--- config.mk ---
export PLATFORM = sky130hd
export DESIGN_NAME = add43_beat_loader_flat
export DESIGN_NICKNAME = d
export VERILOG_FILES = /design/src/rtl/add43_pkg.sv /design/src/rtl/add43_beat_loader_if.sv /design/src/rtl/add43_beat_loader_csa.sv /design/src/rtl/add43_beat_loader.sv /design/src/flat_wrapper.sv
export SDC_FILE = /design/constraint.sdc
export NUM_CORES = 1
export LEC_CHECK = 0
export ABC_AREA = 0
export CORE_UTILIZATION = 64
export DETAILED_ROUTE_END_ITERATION = 16
export DONT_BUFFER_PORTS = 1
export PLACE_DENSITY = 0.8
export SYNTH_ARGS = -nofsm -noshare
export SYNTH_HDL_FRONTEND = slang
export SYNTH_SLANG_ARGS = --single-unit
--- constraint.sdc ---
create_clock -name i_clk -period 4.3 [get_ports i_clk]
set_input_delay 1.075 -clock i_clk [delete_from_list [all_inputs] [get_ports i_clk]]
set_output_delay 1.075 -clock i_clk [all_outputs]
set_load 0.01 [all_outputs]
--- src/rtl/add43_pkg.sv ---
// Shared constants, state encoding and beat-merge helper for the 43-bit beat loader.
package add43_pkg;

  localparam int unsigned WIDTH  = 43;
  localparam int unsigned BEAT   = 16;
  localparam int unsigned NBEATS = (WIDTH + BEAT - 1) / BEAT;
  localparam int unsigned CNT_W  = $clog2(NBEATS);
  localparam int unsigned WIDX_W = $clog2(WIDTH);
  localparam int unsigned BIDX_W = $clog2(BEAT);

  typedef enum logic [1:0] {
    ST_LOAD_A = 2'd0,
    ST_LOAD_B = 2'd1,
    ST_ADD    = 2'd2,
    ST_HOLD   = 2'd3
  } state_e;

  typedef struct packed {
    logic             cout;
    logic [WIDTH-1:0] sum;
  } result_t;

  // Overwrite the slice of op selected by beat index idx; bits past WIDTH-1 are dropped.
  function automatic logic [WIDTH-1:0] beat_merge(input logic [WIDTH-1:0] op,
                                                  input logic [BEAT-1:0]  data,
                                                  input logic [CNT_W-1:0] idx);
    logic [WIDTH-1:0] res;
    res = op;
    for (int unsigned i = 0; i < WIDTH; i++) begin
      if ((i / BEAT) == 32'(idx)) res[WIDX_W'(i)] = data[BIDX_W'(i % BEAT)];
    end
    return res;
  endfunction

endpackage

--- src/rtl/add43_beat_loader_if.sv ---
// Beat-input and result-output handshake bundle for add43_beat_loader.
interface add43_beat_loader_if;
  import add43_pkg::*;

  logic             i_valid;
  logic             o_ready;
  logic [BEAT-1:0]  i_data;
  logic             o_valid;
  logic             i_ready;
  logic [WIDTH-1:0] o_sum;
  logic             o_cout;
  logic             o_busy;

  modport slave (
    input  i_valid, i_data, i_ready,
    output o_ready, o_valid, o_sum, o_cout, o_busy
  );

  modport master (
    output i_valid, i_data, i_ready,
    input  o_ready, o_valid, o_sum, o_cout, o_busy
  );

endinterface

--- src/rtl/add43_beat_loader_csa.sv ---
// 43-bit carry-select adder: 11-bit blocks, each precomputing carry-in 0/1 results.
module csa_43bit (
  input  logic [42:0] i_a,
  input  logic [42:0] i_b,
  input  logic        i_cin,
  output logic [42:0] o_sum,
  output logic        o_cout
);

  localparam int unsigned W_TOT = 43;
  localparam int unsigned BLK   = 11;
  localparam int unsigned NBLK  = (W_TOT + BLK - 1) / BLK;

  logic [NBLK:0] w_c;

  assign w_c[0] = i_cin;

  for (genvar j = 0; j < NBLK; j++) begin : g_blk
    localparam int unsigned LO = j * BLK;
    localparam int unsigned W  = ((W_TOT - LO) < BLK) ? (W_TOT - LO) : BLK;

    logic [W:0] w_s0;
    logic [W:0] w_s1;

    assign w_s0 = {1'b0, i_a[LO+W-1:LO]} + {1'b0, i_b[LO+W-1:LO]};
    assign w_s1 = w_s0 + (W+1)'(1);

    // Late-arriving block carry only steers a mux.
    assign o_sum[LO+W-1:LO] = w_c[j] ? w_s1[W-1:0] : w_s0[W-1:0];
    assign w_c[j+1]         = w_c[j] ? w_s1[W]     : w_s0[W];
  end

  assign o_cout = w_c[NBLK];

endmodule

--- src/rtl/add43_beat_loader.sv ---
// Collects two 43-bit operands from 16-bit LSB-first beats, adds them, and holds
// the registered sum/carry until the consumer takes it.
module add43_beat_loader
  import add43_pkg::*;
(
  input  logic               i_clk,
  input  logic               i_rst_n,
  add43_beat_loader_if.slave bus
);

  localparam logic [1:0] S_LOAD_A = ST_LOAD_A;
  localparam logic [1:0] S_LOAD_B = ST_LOAD_B;
  localparam logic [1:0] S_ADD    = ST_ADD;
  localparam logic [1:0] S_HOLD   = ST_HOLD;

  logic [1:0]       r_state;
  logic [1:0]       w_state_nxt;
  logic [CNT_W-1:0] r_cnt;
  logic [CNT_W-1:0] w_cnt_nxt;
  logic [WIDTH-1:0] r_op_a;
  logic [WIDTH-1:0] r_op_b;
  result_t          r_res;
  logic             r_valid;
  logic             r_ready;
  logic             r_busy;

  logic             w_xfer;
  logic             w_accept;
  logic             w_last;
  logic [WIDTH-1:0] w_sum;
  logic             w_cout;

  // r_ready is only ever set in the load states, so a transfer implies loading.
  assign w_xfer   = bus.i_valid & r_ready;
  assign w_accept = r_valid & bus.i_ready;
  assign w_last   = (r_cnt == CNT_W'(NBEATS - 1));

  always_comb begin
    w_state_nxt = r_state;
    w_cnt_nxt   = r_cnt;
    case (r_state)
      S_LOAD_A: begin
        if (w_xfer) begin
          if (w_last) begin
            w_cnt_nxt   = '0;
            w_state_nxt = S_LOAD_B;
          end else begin
            w_cnt_nxt = r_cnt + CNT_W'(1);
          end
        end
      end
      S_LOAD_B: begin
        if (w_xfer) begin
          if (w_last) begin
            w_cnt_nxt   = '0;
            w_state_nxt = S_ADD;
          end else begin
            w_cnt_nxt = r_cnt + CNT_W'(1);
          end
        end
      end
      S_ADD: begin
        w_state_nxt = S_HOLD;
      end
      S_HOLD: begin
        if (w_accept) begin
          w_cnt_nxt   = '0;
          w_state_nxt = S_LOAD_A;
        end
      end
      default: begin
        w_cnt_nxt   = '0;
        w_state_nxt = S_LOAD_A;
      end
    endcase
  end

  // Handshake flags are decoded from the next state so they line up with it.
  always_ff @(posedge i_clk or negedge i_rst_n) begin
    if (!i_rst_n) begin
      r_state <= S_LOAD_A;
      r_cnt   <= '0;
      r_valid <= 1'b0;
      r_ready <= 1'b0;
      r_busy  <= 1'b0;
    end else begin
      r_state <= w_state_nxt;
      r_cnt   <= w_cnt_nxt;
      r_valid <= (w_state_nxt == S_HOLD);
      r_ready <= (w_state_nxt == S_LOAD_A) || (w_state_nxt == S_LOAD_B);
      r_busy  <= !((w_state_nxt == S_LOAD_A) && (w_cnt_nxt == '0));
    end
  end

  always_ff @(posedge i_clk or negedge i_rst_n) begin
    if (!i_rst_n) begin
      r_op_a <= '0;
      r_op_b <= '0;
    end else if (w_xfer) begin
      if (r_state == S_LOAD_A) r_op_a <= beat_merge(r_op_a, bus.i_data, r_cnt);
      if (r_state == S_LOAD_B) r_op_b <= beat_merge(r_op_b, bus.i_data, r_cnt);
    end
  end

  always_ff @(posedge i_clk or negedge i_rst_n) begin
    if (!i_rst_n) begin
      r_res <= '0;
    end else if (r_state == S_ADD) begin
      r_res <= '{cout: w_cout, sum: w_sum};
    end
  end

  csa_43bit u_csa (
    .i_a    (r_op_a),
    .i_b    (r_op_b),
    .i_cin  (1'b0),
    .o_sum  (w_sum),
    .o_cout (w_cout)
  );

  assign bus.o_ready = r_ready;
  assign bus.o_valid = r_valid;
  assign bus.o_sum   = r_res.sum;
  assign bus.o_cout  = r_res.cout;
  assign bus.o_busy  = r_busy;

endmodule

--- src/flat_wrapper.sv ---
// flat-port wrapper written by rule: the top's interface ports become plain ports
module add43_beat_loader_flat import add43_pkg::*;
  (i_clk, i_rst_n, bus_i_valid, bus_i_data, bus_i_ready, bus_o_ready, bus_o_valid, bus_o_sum, bus_o_cout, bus_o_busy);
  add43_beat_loader_if bus_i ();
  input  logic i_clk;
  input  logic i_rst_n;
  input wire logic [$bits(bus_i.i_valid)-1:0] bus_i_valid;
  input wire logic [$bits(bus_i.i_data)-1:0] bus_i_data;
  input wire logic [$bits(bus_i.i_ready)-1:0] bus_i_ready;
  output wire logic [$bits(bus_i.o_ready)-1:0] bus_o_ready;
  output wire logic [$bits(bus_i.o_valid)-1:0] bus_o_valid;
  output wire logic [$bits(bus_i.o_sum)-1:0] bus_o_sum;
  output wire logic [$bits(bus_i.o_cout)-1:0] bus_o_cout;
  output wire logic [$bits(bus_i.o_busy)-1:0] bus_o_busy;
  assign bus_i.i_valid = bus_i_valid;
  assign bus_i.i_data = bus_i_data;
  assign bus_i.i_ready = bus_i_ready;
  assign bus_o_ready = bus_i.o_ready;
  assign bus_o_valid = bus_i.o_valid;
  assign bus_o_sum = bus_i.o_sum;
  assign bus_o_cout = bus_i.o_cout;
  assign bus_o_busy = bus_i.o_busy;
  add43_beat_loader u_core (.i_clk(i_clk), .i_rst_n(i_rst_n), .bus(bus_i));
endmodule
==> results of run 1 <==
## layout by cell type (no fill, tap or decap), types with 6 or more instances in the layout
master and count:
inv_1 38, xor2_1 17, nor2_1 39, nor4_1 6, nand2_1 67, mux2_2 85
ha_1 46, clkbuf_16 17, a21o_1 8, or4_1 9, or3_1 7, nand3_1 18
nor3_1 6, xnor2_1 33, o21a_1 8, o21ai_0 54, nand4_1 6, a31oi_1 10
nor2b_1 6, o31ai_1 12, dfrtp_1 137, and3_1 9, a21oi_1 21
## timing repair
| item | 4_1_cts | 5_1_grt |
|---|---|---|
| setup buffers | 0 | 0 |
| endpoints found under the setup margin | 0 | 2 |
| resized for setup | 0 | 1 |
## Yosys cell counts (all sizes together) (2+ instances only)
| cell | n |
|---|---|
| a2111oi | 2 |
| a211o | 2 |
| a211oi | 2 |
| a21boi | 2 |
| a21o | 8 |
| a21oi | 22 |
| a311oi | 2 |
| a31oi | 10 |
| and2 | 3 |
| and3 | 9 |
| buf | 5 |
| clkbuf | 21 |
| dfrtp | 137 |
| fa | 4 |
| ha | 46 |
| inv | 38 |
| mux2 | 85 |
| mux2i | 2 |
| nand2 | 67 |
| nand2b | 4 |
| nand3 | 18 |
| nand3b | 4 |
| nand4 | 6 |
| nor2 | 39 |
| nor2b | 6 |
| nor3 | 7 |
| nor3b | 5 |
| nor4 | 6 |
| o2111ai | 2 |
| o21a | 8 |
| o21ai | 57 |
| o22ai | 2 |
| o31a | 2 |
| o31ai | 13 |
| o41ai | 2 |
| or2 | 5 |
| or3 | 7 |
| or4 | 9 |
| xnor2 | 33 |
| xor2 | 18 |
## metrics by stage
stage	hold slack, ns	instance area [um2]	utilization	setup WS [ns]
after detailed placement	0.4991	7804	0.6748	0.3322
final	0.3365	8442	0.7300	0.2736
after CTS	0.3287	8436	0.7294	0.2980
after global routing	0.3256	8442	0.7300	0.03887
after floorplan	0.4835	7714	-	0.7083
after global placement	0.4914	7804	0.6748	0.5077
## worst max-delay path, stage by stage (launching register included)
cell       delay, ns
dfrtp_1         0.35
ha_1            0.17
inv_1           0.06
fa_1            0.39
and2b_1         0.22
o21ai_0         0.13
xnor2_1         0.34
o2111ai_1       0.26
and4bb_4        0.44
o31ai_4         0.11
xor2_2          0.25
o21a_1          0.44
or4_1           0.59
a31oi_1         0.20
## flip-flops by register name, indices dropped and copies added, names as in the netlist
| signal | flops |
|---|---|
| u_core.bus.o_ready | 1 |
| u_core.r_cnt | 2 |
| u_core.bus.o_valid | 1 |
| u_core.r_state | 2 |
| u_core.bus.o_cout | 1 |
| u_core.r_op_b | 43 |
| u_core.bus.o_busy | 1 |
| u_core.bus.o_sum | 43 |
| u_core.r_op_a | 43 |
## how the worst max path moves through the flow
stage / to / from / slack [ns] / depth (start not counted)
4_1_cts: u_core.bus.o_sum[36] / u_core.r_op_b[11] / 0.30 / 13
5_1_grt: u_core.bus.o_sum[42] / u_core.r_op_b[11] / 0.04 / 13
2_1_floorplan: u_core.bus.o_cout / u_core.r_op_b[11] / 0.71 / 14
6_report: u_core.bus.o_sum[36] / u_core.r_op_b[11] / 0.27 / 13
3_3_place_gp: u_core.bus.o_sum[41] / u_core.r_op_b[11] / 0.51 / 13
3_5_place_dp: u_core.bus.o_sum[36] / u_core.r_op_b[11] / 0.33 / 13
## kinds of logic (layout without fill, tap and decap cells)
| logic type | after synthesis | in the layout |
|---|---|---|
| compound gates | 145 | 145 |
| xor+xnor | 51 | 51 |
| fa+ha+maj | 50 | 50 |
| buf+inv | 64 | 73 |
| flops | 137 | 137 |
| mux | 87 | 87 |
| simple gates | 200 | 200 |
## metal layers
layer	vias up	share of wire	GRT usage
met5	-	0	0
met4	0	0.020	0.1315
li1	2629	-	-
met2	130	0.49	0.4513
met1	2676	0.43	0.3476
met3	28	0.061	0.06478
## final cells by class
class	instances	area, um2
clock buffer	24	491.7
clock inverter	8	140.1
fill	813	3123
inverter	38	142.6
multi-input combinational	533	4038
sequential	137	3428
tap	143	178.9
timing repair buffer	3	22.52
==> impl_metrics.py, run 1 <==
metrics = {
    "placed_design": {
        "place_congestion": 0.8796,
        "dp.cells": 854,
        "hpwl_mm": 11.38,
        "portBuffers": 0,
    },
    "critical_path": {
        "critPathCaptureType": "register",
        "worstSetupPathType": "register to register",
        "r2r_start": "u_core.r_op_b[11]",
        "critPathArrivalTime_ns": 4.37,
        "rrSetupSlack_ns": 0.27,
        "crit_required_ns": 4.65,
        "worstRegToRegCells": 13,
        "worstPathMaxFanout": 20,
        "timing.rr.end": "u_core.bus.o_sum[36]",
        "critical_path.startpoint_type": "register",
    },
    "status": {
        "violations": "design-rule violations",
        "status": "complete, but fails checks",
    },
    "synth": {
        "synthMuxAreaShare": 0.1267,
        "synth_edf_count": 0,
        "synth_nets": 804,
        "ys_warn_count": 0,
        "synth-simple-area-share": 0.1307,
        "synth-seq-area-share": 0.4444,
        "synth.area.top_cells": "dfrtp_1 (44%), mux2_2 (12%), ha_1 (7.5%)",
        "synthArstFlopShare": 1.000,
        "netlist.area_leader.share": 0.4444,
        "synth_top_family_by_area": "simple AND/OR/NAND/NOR gates",
        "synth_area_um2": 7714,
        "ys_types": 68,
        "synth_compound_area_frac": 0.1210,
        "synthAdderAreaFrac": 0.08500,
        "synth_top_area_cell": "dfrtp_1",
        "synth_xor_area_frac": 0.05888,
        "ys_seq_elements": 137,
        "syn_area_per_cell_um2": 10.51,
        "ys.flop_type": "dfrtp_1",
        "synth_cells": 734,
    },
    "floorplanning": {
        "rows": 39,
        "die_x_um": 111.8,
        "die_area_um2": 12500,
        "start_util": 0.6670,
        "top_level_ports": 67,
        "core_um2": 11560,
        "die_y_um": 111.8,
    },
    "cells_and_area": {
        "diodes": 0,
        "layout-drive-gt1-share": 0.1736,
        "stdcell_count": 886,
        "nNetsFinal": 800,
        "syn_to_final_growth_pct": 9.440,
    },
    "clock_tree": {
        "cts_buffer_depth": 2,
        "cts_tree": "built",
        "clkTransAtPathRegs_ns": 0.06,
        "ctsHoldBuffers": 0,
        "clockRootBuffer": "clkbuf_16",
        "clk_latency_ns": 0.43,
        "cts_made_buffers": 17,
        "htree_levels": 4,
        "clock-sinks": 137,
    },
    "grt": {
        "grt_max_degree": 138,
        "grt_usage": 0.2762,
        "gr-total-overflow": 0,
        "grt_pass1_vias": 5565,
        "grt_pass1_wl_mm": 26.97,
        "antenna_found_initial": 0,
    },
    "timing": {
        "rsz0062_at_grt": "no",
        "finalCritPeriodShare": 0.9364,
        "max_clock_freq_ghz": 0.2484,
        "tightest_slew_ns": 1.069,
        "slew_headroom": 0.2850,
        "setup_viol_count_final": 0,
        "hold_viol": 0,
        "min_period_ns": 4.026,
        "final.setup.tns_ns": 0,
        "finClkSkew_ns": 0.01152,
        "drv_slew": 0,
    },
    "route": {
        "drt-total-wl_mm": 15.98,
        "route.detailed.drc": 4,
        "ant_nets": 0,
        "routed_via_density": 6.166,
        "drt_iter0_drc": 364,
        "avgRoutedWirePerCell_um": 18.03,
        "vias": 5463,
        "drt_first_pass_iters": 11,
    },
    "worst_hold_path": {
        "hold_path.class": "input port to async pin",
    },
    "run": {
        "maxCapViolations": 0,
    },
}
Power of run 1 is not shown: default switching activity piles up to over one toggle a cycle in this logic, so the estimate is an artifact.
==> run 2, diff against run 1 <==
--- a/config.mk
+++ b/config.mk
@@ -9,7 +9,7 @@
 export CORE_UTILIZATION = 64
 export DETAILED_ROUTE_END_ITERATION = 16
 export DONT_BUFFER_PORTS = 1
-export PLACE_DENSITY = 0.8
+export PLACE_DENSITY = 0.9
 export SYNTH_ARGS = -nofsm -noshare
 export SYNTH_HDL_FRONTEND = slang
 export SYNTH_SLANG_ARGS = --single-unit
==> run 2 against run 1 <==
- the run still ends with design-rule violations left
- die area is the same
- sequential share of layout area grew 0.066 points
- routed wire length grew 5.8%
- utilization shrank 0.12 points
- hold slack gained 0.0034 ns
- clock skew shrank 0.0025 ns
- critical endpoint is now u_core.bus.o_sum[41]
==> impl_metrics.py, run 2 (synthesized netlist as in run 1, its figures left out) <==
metrics = {
    "floorplanning": {
        "core_um2": 11560,
        "top_level_ports": 67,
        "die_x_um": 111.8,
        "start_util": 0.6670,
        "die_area_um2": 12500,
        "die_y_um": 111.8,
        "rows": 39,
    },
    "timing": {
        "setup_viol_count_final": 0,
        "min_period_ns": 4.034,
        "max_clock_freq_ghz": 0.2479,
        "hold_viol": 0,
        "finClkSkew_ns": 0.009026,
        "slew_headroom": 0.2977,
        "tightest_slew_ns": 1.027,
        "drv_slew": 0,
        "final.setup.tns_ns": 0,
        "finalCritPeriodShare": 0.9382,
        "rsz0062_at_grt": "no",
    },
    "route": {
        "drt_first_pass_iters": 12,
        "drt_iter0_drc": 450,
        "avgRoutedWirePerCell_um": 19.08,
        "route.detailed.drc": 10,
        "routed_via_density": 6.292,
        "ant_nets": 0,
        "vias": 5575,
        "drt-total-wl_mm": 16.91,
    },
    "cells_and_area": {
        "diodes": 0,
        "layout-drive-gt1-share": 0.1763,
        "stdcell_count": 886,
        "layout_commonest_cell": "dfrtp_1",
        "mostFrequentLayoutCells": "dfrtp_1 (137), mux2_2 (85), nand2_1 (67)",
        "syn_to_final_growth_pct": 9.262,
        "fin_util": 0.7288,
        "nNetsFinal": 800,
    },
    "grt": {
        "gr-total-overflow": 0,
        "antenna_found_initial": 0,
        "use_met2": 0.4903,
        "grt_pass1_wl_mm": 27.79,
        "grt_usage": 0.2855,
        "grt_max_degree": 138,
        "top_usage_layer": "met2",
        "grt_pass1_vias": 5836,
        "met3_usage": 0.07567,
        "met1_usage": 0.3382,
    },
    "run": {
        "maxCapViolations": 0,
    },
    "placed_design": {
        "dp.cells": 854,
        "hpwl_mm": 11.83,
        "place_congestion": 0.9046,
        "portBuffers": 0,
    },
    "worst_hold_path": {
        "hold_path.class": "input port to async pin",
    },
    "clock_tree": {
        "clock-sinks": 137,
        "cts_tree": "built",
        "htree_levels": 4,
        "clk_latency_ns": 0.43,
        "clkTransAtPathRegs_ns": 0.06,
        "cts_buffer_depth": 2,
        "clockRootBuffer": "clkbuf_16",
        "ctsHoldBuffers": 0,
        "cts_made_buffers": 17,
    },
    "status": {
        "status": "complete, but fails checks",
        "violations": "design-rule violations",
    },
    "critical_path": {
        "crit_required_ns": 4.65,
        "critPathArrivalTime_ns": 4.38,
        "worstSetupPathType": "register to register",
        "critical_path.startpoint_type": "register",
        "critPathCaptureType": "register",
        "worstPathMaxFanout": 20,
    },
}
-- run 2: routing by layer --
layer  vias up  wire (um)
met4         0        431
met1      2735       6916
met5         -          0
met2       185       8424
li1       2612          -
met3        43       1134
-- run 2: critical path, stage by stage (launching register included) --
cell	delay (ns)
dfrtp_1	0.35
ha_1	0.18
inv_1	0.06
fa_1	0.39
and2b_1	0.23
o21ai_0	0.14
xnor2_1	0.36
o2111ai_1	0.29
and4bb_4	0.45
o31ai_4	0.12
xor2_4	0.23
o21a_2	0.38
or4_1	0.58
a31oi_1	0.19
-- run 2: path summary, 6_finish.rpt --
check                      cells past startpoint  slack [ns]              endpoint              start
setup reg to reg                              13        0.27  u_core.bus.o_sum[41]  u_core.r_op_b[11]
hold / removal                                 0        0.34  u_core.bus.o_sum[33]            i_rst_n
max in group asynchronous                      0        3.81  u_core.bus.o_sum[18]            i_rst_n
setup / recovery                              13        0.27  u_core.bus.o_sum[41]  u_core.r_op_b[11]
hold reg to reg                                1        0.51     u_core.r_op_a[17]  u_core.r_op_a[17]
min in group i_clk                             1        0.51     u_core.r_op_a[17]  u_core.r_op_a[17]
-- run 2: repair_timing --
item	in CTS	in global routing
buffers inserted	0	0
endpoints found under the hold margin	0	0
setup endpoints to repair	0	10
gates resized for setup	0	3
-- run 2: cell type report --
cell class              count  area, um2
clock buffers              21      460.4
inverters                  38      142.6
clock inverters            11      145.1
flip-flops and latches    137       3428
multi-input cells         533       4050
well taps                 143      178.9
repair buffers              3      22.52
fillers                   745       3137
-- run 2: stage by stage --
stage	setup WS (ns)	cell area, um2	hold slack, ns
after global routing	0.04094	8428	0.3310
after floorplan	0.7083	7714	0.4835
final	0.2657	8428	0.3399
after CTS	0.2164	8409	0.3318
after detailed placement	0.2858	7804	0.4994
after global placement	0.5438	7804	0.4920
Power of run 2 is left out for the same reason.
